$ cat src/rtl/fan_tach_meter.sv
// Fan tachometer meter: synchronizes and debounces the tach input, then counts
// rising edges over a fixed gate window and reports count, overflow and stall.
module fan_tach_meter #(
   parameter int GATE_CYCLES   = 100000,
   parameter int DEBOUNCE      = 4,
   parameter int CNT_W         = 16,
   parameter int STALL_WINDOWS = 3
) (
   input  logic             clk_in,
   input  logic             rst_n,
   input  logic             enable,
   input  logic             tach_in,
   output logic [CNT_W-1:0] count_out,
   output logic             count_valid,
   output logic             overflow,
   output logic             stall
);

   localparam int GATE_W  = $clog2(GATE_CYCLES);
   localparam int RUN_W   = $clog2(DEBOUNCE + 1);
   localparam int STALL_W = $clog2(STALL_WINDOWS + 1);

   localparam logic [GATE_W-1:0]  GATE_LAST = GATE_W'(GATE_CYCLES - 1);
   localparam logic [RUN_W-1:0]   RUN_LAST  = RUN_W'(DEBOUNCE - 1);
   localparam logic [CNT_W-1:0]   CNT_MAX   = '1;
   localparam logic [STALL_W-1:0] STALL_MAX = STALL_W'(STALL_WINDOWS);

   typedef enum logic {IDLE, MEASURE} state_t;

   state_t             state;
   logic               s1;
   logic               s2;
   logic               filt;
   logic               filt_d;
   logic               rise;
   logic [RUN_W-1:0]   run;
   logic [GATE_W-1:0]  gate_cnt;
   logic [CNT_W-1:0]   edge_cnt;
   logic               sat;
   logic [STALL_W-1:0] zero_run;

   logic [CNT_W-1:0]   edge_next;
   logic               edge_sat;
   logic [STALL_W-1:0] zero_next;

   // The filter only changes level after DEBOUNCE consecutive disagreeing samples.
   always_ff @(posedge clk_in or negedge rst_n) begin
      if (!rst_n) begin
         s1     <= 1'b0;
         s2     <= 1'b0;
         filt   <= 1'b0;
         filt_d <= 1'b0;
         run    <= '0;
      end else begin
         s1     <= tach_in;
         s2     <= s1;
         filt_d <= filt;
         if (s2 != filt) begin
            if (run == RUN_LAST) begin
               filt <= s2;
               run  <= '0;
            end else begin
               run <= run + 1'b1;
            end
         end else begin
            run <= '0;
         end
      end
   end

   assign rise = filt & ~filt_d;

   always_comb begin
      edge_next = edge_cnt;
      if (rise && (edge_cnt != CNT_MAX)) begin
         edge_next = edge_cnt + 1'b1;
      end
      edge_sat = rise && (edge_next == CNT_MAX);

      zero_next = '0;
      if (edge_next == '0) begin
         zero_next = (zero_run == STALL_MAX) ? zero_run : zero_run + 1'b1;
      end
   end

   // A rise during the closing cycle still belongs to the window being closed.
   always_ff @(posedge clk_in or negedge rst_n) begin
      if (!rst_n) begin
         state       <= IDLE;
         gate_cnt    <= '0;
         edge_cnt    <= '0;
         sat         <= 1'b0;
         zero_run    <= '0;
         count_out   <= '0;
         count_valid <= 1'b0;
         overflow    <= 1'b0;
         stall       <= 1'b0;
      end else begin
         count_valid <= 1'b0;
         if (!enable) begin
            state    <= IDLE;
            gate_cnt <= '0;
            edge_cnt <= '0;
            sat      <= 1'b0;
         end else if (state == IDLE) begin
            state    <= MEASURE;
            gate_cnt <= '0;
            edge_cnt <= '0;
            sat      <= 1'b0;
         end else if (gate_cnt == GATE_LAST) begin
            count_out   <= edge_next;
            overflow    <= sat | edge_sat;
            count_valid <= 1'b1;
            zero_run    <= zero_next;
            stall       <= (zero_next >= STALL_MAX);
            gate_cnt    <= '0;
            edge_cnt    <= '0;
            sat         <= 1'b0;
         end else begin
            gate_cnt <= gate_cnt + 1'b1;
            edge_cnt <= edge_next;
            sat      <= sat | edge_sat;
         end
      end
   end

endmodule

$ cat config.mk
export PLATFORM = sky130hd
export DESIGN_NAME = fan_tach_meter
export DESIGN_NICKNAME = d
export VERILOG_FILES = /design/src/rtl/fan_tach_meter.sv
export SDC_FILE = /design/constraint.sdc
export NUM_CORES = 1
export LEC_CHECK = 0
export CORE_MARGIN = 4
export CORE_UTILIZATION = 50
export CTS_CLUSTER_DIAMETER = 150
export DETAILED_ROUTE_END_ITERATION = 10
export PLACE_DENSITY = 0.7
export SYNTH_ARGS = -nofsm -noshare
export SYNTH_HDL_FRONTEND = slang
export SYNTH_SLANG_ARGS = --single-unit
export TNS_END_PERCENT = 5
$ cat constraint.sdc
create_clock -name clk_in -period 2.6 [get_ports clk_in]
set_input_delay 0.52 -clock clk_in [delete_from_list [all_inputs] [get_ports clk_in]]
set_output_delay 0.52 -clock clk_in [all_outputs]
set_load 0.05 [all_outputs]
== After elaboration in Yosys (flattened, before gate mapping) ==
Cells that the tools add are included.
Word-level totals
  bits in registers: 63
  logic and storage cells: 51
Operators by class
  bitwise operators: 3
  reductions and logical operators: 5
  magnitude comparators: 1
  equality and inequality tests: 6
  $add $sub $neg: 4
  mux-type cells: 18
Operators by type and width (number)
  16-bit 2-to-1 mux: 4
  17-bit 2-to-1 mux: 3
  17-bit by 1-bit adder with 17-bit output (second input constant): 1
  17-bit equality test (second input constant): 1
  16-bit by 1-bit adder with 16-bit output (second input constant): 1
  16-bit equality test (second input constant): 1
  16-bit zero test: 1
  16-bit != test (second input constant): 1
  1-bit 2-to-1 mux: 7
  3-bit 2-to-1 mux: 2
  2-bit 2-to-1 mux: 2
  3-bit by 1-bit adder with 3-bit output (second input constant): 1
  3-bit by 2-bit equality test with 1-bit output (second input constant): 1
  3-bit AND reduction: 1
  2-bit by 1-bit adder with 2-bit output (second input constant): 1
  2-bit equality test (second input constant): 1
  2-bit >= comparator (second input constant): 1
  1-bit logical AND: 2
  2-bit AND reduction: 1
  1-bit AND: 1
  1-bit != test: 1
  1-bit inverter: 1
  1-bit bitwise OR: 1

== Longest topological paths before layout ==
  word-level depth: 10
  mapped depth: 8
  gate-level depth less buffers: 8

== Least setup slack after synthesis ==
No wires, ideal clock.
  path type: register to register
  from: reg edge_cnt[0]
  to: reg zero_run[1]
  path buffers: 1
  clock period less this slack: 2242 ps
  path slack: 358 ps
  arrival: 2164 ps
  data required time: 2523 ps
  setup time: 77 ps
  stages on the path, launching flop included: 9
  cell sequence: dfrtp_1 > clkbuf_1 > nand4_1 > nor4_1 > mux2_2 > o21ai_1 > nand4_1 > or3_1 > a21oi_1
On the way
  longest elaborated chain between the ends: 5
RTL lines
  from (decl): line 38  | logic [CNT_W-1:0] edge_cnt;
  from (signal assigned): line 121  | edge_cnt <= edge_next;
  branches (longest 2 deep; another with 16-bit by 1-bit adder with 16-bit output)
  16-bit 2-to-1 mux (*): line 75  | if (rise && (edge_cnt != CNT_MAX)) begin
  16-bit zero test (*): line 81  | if (edge_next == '0) begin
  2-bit 2-to-1 mux (*): line 81
  to (signal assigned): line 114  | zero_run <= zero_next;
  to (decl): line 40  | logic [STALL_W-1:0] zero_run;
Mark *: on every way between the ends.
A chain may end at the register's enable or synchronous reset.

== Worst setup path in the final report ==
  from: reg edge_cnt[0]
  to: reg overflow
On the way
  longest elaborated chain between the ends: 6
RTL lines
  branches (longest 2 deep; another with 16-bit by 1-bit adder with 16-bit output)
  16-bit 2-to-1 mux (*): line 75
  16-bit equality test (*): line 78  | edge_sat = rise && (edge_next == CNT_MAX);
  1-bit logical AND (*): line 78
  1-bit bitwise OR (*): line 112  | overflow <= sat | edge_sat;
  to (signal assigned): line 112
  to (decl): line 15  | output logic overflow,
Marks and branches as above.

==> results.yml <==
status:
  status: "finished clean"
yosys:
  async_flop_share_pct: 100
  netlist_instances: 300
  ys_ff_latch: 63
  syn-cell-area_mm2: 0.00301
  synth_edf_count: 0
  synth_flop_cell: "dfrtp_1"
  synth_top_area_cell: "dfrtp_1"
  ys_top_cells_by_area: "dfrtp_1 52%, nor2_1 5.5%, nand2_1 3.7%"
  ys_types: 49
  syn_nets: 307
  synth_top_area_share_pct: 52.5
  ys_seq_area_share_pct: 52.5
  ys_warn_count: 0
  syn_avg_cell_area_um2: 10.0
setup_path:
  crit_path_start: "edge_cnt[0]$_DFF_PN0_"
  cp_slowest_cell: "dfrtp_1"
  cp_max_fo: 8
  critPathMaxStageDelay_ns: 0.48
  cp-end-kind: "flop"
  required_ns: 2.89
  crit_path_end: "overflow$_DFFE_PN0P_"
  cpLargestDelayFamily: "simple AND/OR/NAND/NOR gates"
  cp_cell_sequence: "ha_2 -> nand2_2 -> a2111oi_4 -> xnor2_1 -> or3_1 -> nor4_2 -> a41o_1 -> mux2_2"
  crit_type: "flop to flop"
  path_buf_inv: 0
  reg2reg_depth: 8
  reg2reg_to: "overflow$_DFFE_PN0P_"
  path_depth: 8
  worstPathArrival_ns: 2.76
  r2r_start: "edge_cnt[0]$_DFF_PN0_"
  start_kind: "flop"
  reg2reg_slack_ns: 0.13
drt:
  ant_nets: 0
  dr.pass1.iters: 5
  wl_per_cell_um: 15.8
  num_vias: 2276
  viasPerCell: 5.61
  route.detailed.drc: 0
  routed_wl_mm: 6.44
  drt_iter0_markers: 128
timing:
  finalCritPeriodShare_pct: 94.8
  setup_viol: 0
  tns_ns: 0
  relSlewSlack_pct: 56.6
  clock.fmax_mhz: 406
  tightest_slew_ns: 0.643
  fin_skew_ns: 0.0134
  final_hold_viol_count: 0
  period_needed_ns: 2.47
  timing.hold.ws_ns: 0.148
  fin_ws_ns: 0.134
  grt_setup_unrepaired: "false"
  final-max-slew-violation-count: 0
pwr:
  p_leak_nw: 1.53
  power_density_mw_per_mm2: 590
  power.total_mw: 2.09
  vdd_drop_max_v: 0.000296
clocking:
  cts_max_path_buffers: 2
  clkSinkCount: 63
  cts_buffers: 9
  clk_pin_slew_ns: 0.07
  clockRootBuffer: "clkbuf_8"
  clk_latency_ns: 0.35
  htreeDepth: 3
  cts_tree: "built"
placed_design:
  placed_area_mm2: 0.00332
  port_buffers: 22
  gp_congestion: 0.871
  hpwl_mm: 4.43
  preCtsSetupSlack_ns: 0.0323
layout:
  final_cell_area_mm2: 0.00354
  final_cell_mix: "63 x dfrtp_1, 43 x nor2_1, 30 x nand2_1"
  syn_to_final_growth_pct: 17.7
  nNetsFinal: 336
  final_common_cell: "dfrtp_1"
  insertedDiodeCount: 0
  drive_above_1_share_pct: 12.3
  fill_cells: 465
grt:
  grt_usage_pct: 19.5
  grt_pass1_wl_mm: 11.1
  grt_overflow: 0
  antenna_found_initial: 0
  grt_pass1_vias: 2249
  grt_max_degree: 41
die:
  die-area_mm2: 0.00732
  io_pins: 23
  initial_utilization_pct: 53.0
  row_count: 27
  die_y_um: 85.5
  die_x_um: 85.5
  core_area_mm2: 0.00568
worst_hold_path:
  hold_path.class: "primary input to async pin"
run:
  maxCapViolCount: 0
kinds of logic (layout without fill, tap and decap cells):
group	count (synthesis)	after routing	synth area share [%]
AO/OA/AOI/OAI	34	34	7.45
XOR/XNOR	19	19	5.79
buffers and inverters	19	53	2.66
flip-flops	63	63	52.5
AND/OR/NAND/NOR	149	149	25.9
multiplexers	13	13	4.45
adder cells (fa/ha/maj)	3	3	1.25
Yosys cell counts, types with 2 or more instances:
master	count
o21ai_0	17
ha_1	3
mux2i_1	10
nand4_1	14
clkbuf_1	7
nand3b_1	4
and3_1	2
xnor2_1	11
a21oi_1	3
and4_1	2
mux2_2	3
nor2b_1	3
dfrtp_1	63
or4_1	2
o21ai_1	4
nor2_1	44
nand3_1	16
nor4_1	5
nand2b_1	5
inv_1	9
or3_1	3
xor2_1	7
nor3_1	7
nor4_2	2
nand2_1	30
power breakdown:
group / internal [mW] / switching (mW)
Clock: 0.464 / 0.376
Sequential: 1.02 / 0.0324
Combinational: 0.0841 / 0.114
final cells by class:
class,count,area (um2),area share (%)
Sequential cell,63,1580,44.6
Clock inverter,4,45.0,1.27
Tap cell,72,90.1,2.55
Clock buffer,12,145,4.10
Timing Repair Buffer,28,273,7.71
Inverter,9,33.8,0.955
Multi-Input combinational cell,218,1370,38.8
registers in the layout, indices dropped and copies added (netlist names):
register / flops
gate_cnt: 17
s2: 1
stall: 1
overflow: 1
filt_d: 1
zero_run: 2
edge_cnt: 16
filt: 1
count_valid: 1
count_out: 16
sat: 1
state: 1
run: 3
s1: 1
per-layer routing:
layer	up-vias	part of all wire, %	GRT usage [%]
met5	-	0	0
met4	0	1.9	8.78
met3	13	5.6	6.34
met2	64	48	30.2
met1	1091	45	25.0
li1	1108	-	-
through the flow:
step                      util [%]  instances
after floorplan                  -        300
after global placement        58.5        390
after detailed placement      58.5        390
after CTS                     61.9        406
after global routing          62.3        406
final                         62.3        406
worst min path at each step:
stage,to,slack [ns],depth (start not counted)
after floorplan,count_out[0]$_DFFE_PN0P_,0.22,0
after global placement,s2$_DFF_PN0_,0.34,0
after detailed placement,s2$_DFF_PN0_,0.34,0
after CTS,edge_cnt[9]$_DFF_PN0_,0.16,1
after global routing,edge_cnt[9]$_DFF_PN0_,0.19,1
final,edge_cnt[9]$_DFF_PN0_,0.15,1
worst reg2reg max path, delay by kind of cell, from the launching register on:
kind	cells	cell delay (ns)
and+or+nand+nor	3	0.72
AOI/OAI and AO/OA	2	0.58
DFF	1	0.48
adders and majority gates	1	0.28
xor gates and xnor gates	1	0.20
muxes	1	0.14
what timing repair did:
| item | 4_1_cts | 5_1_grt |
|---|---|---|
| hold buffers | 0 | 0 |
| setup buffers | 0 | 0 |
| resized for setup | 0 | 5 |
| endpoints found under the setup margin | 0 | 5 |
Power figures use the tool's default switching activity.
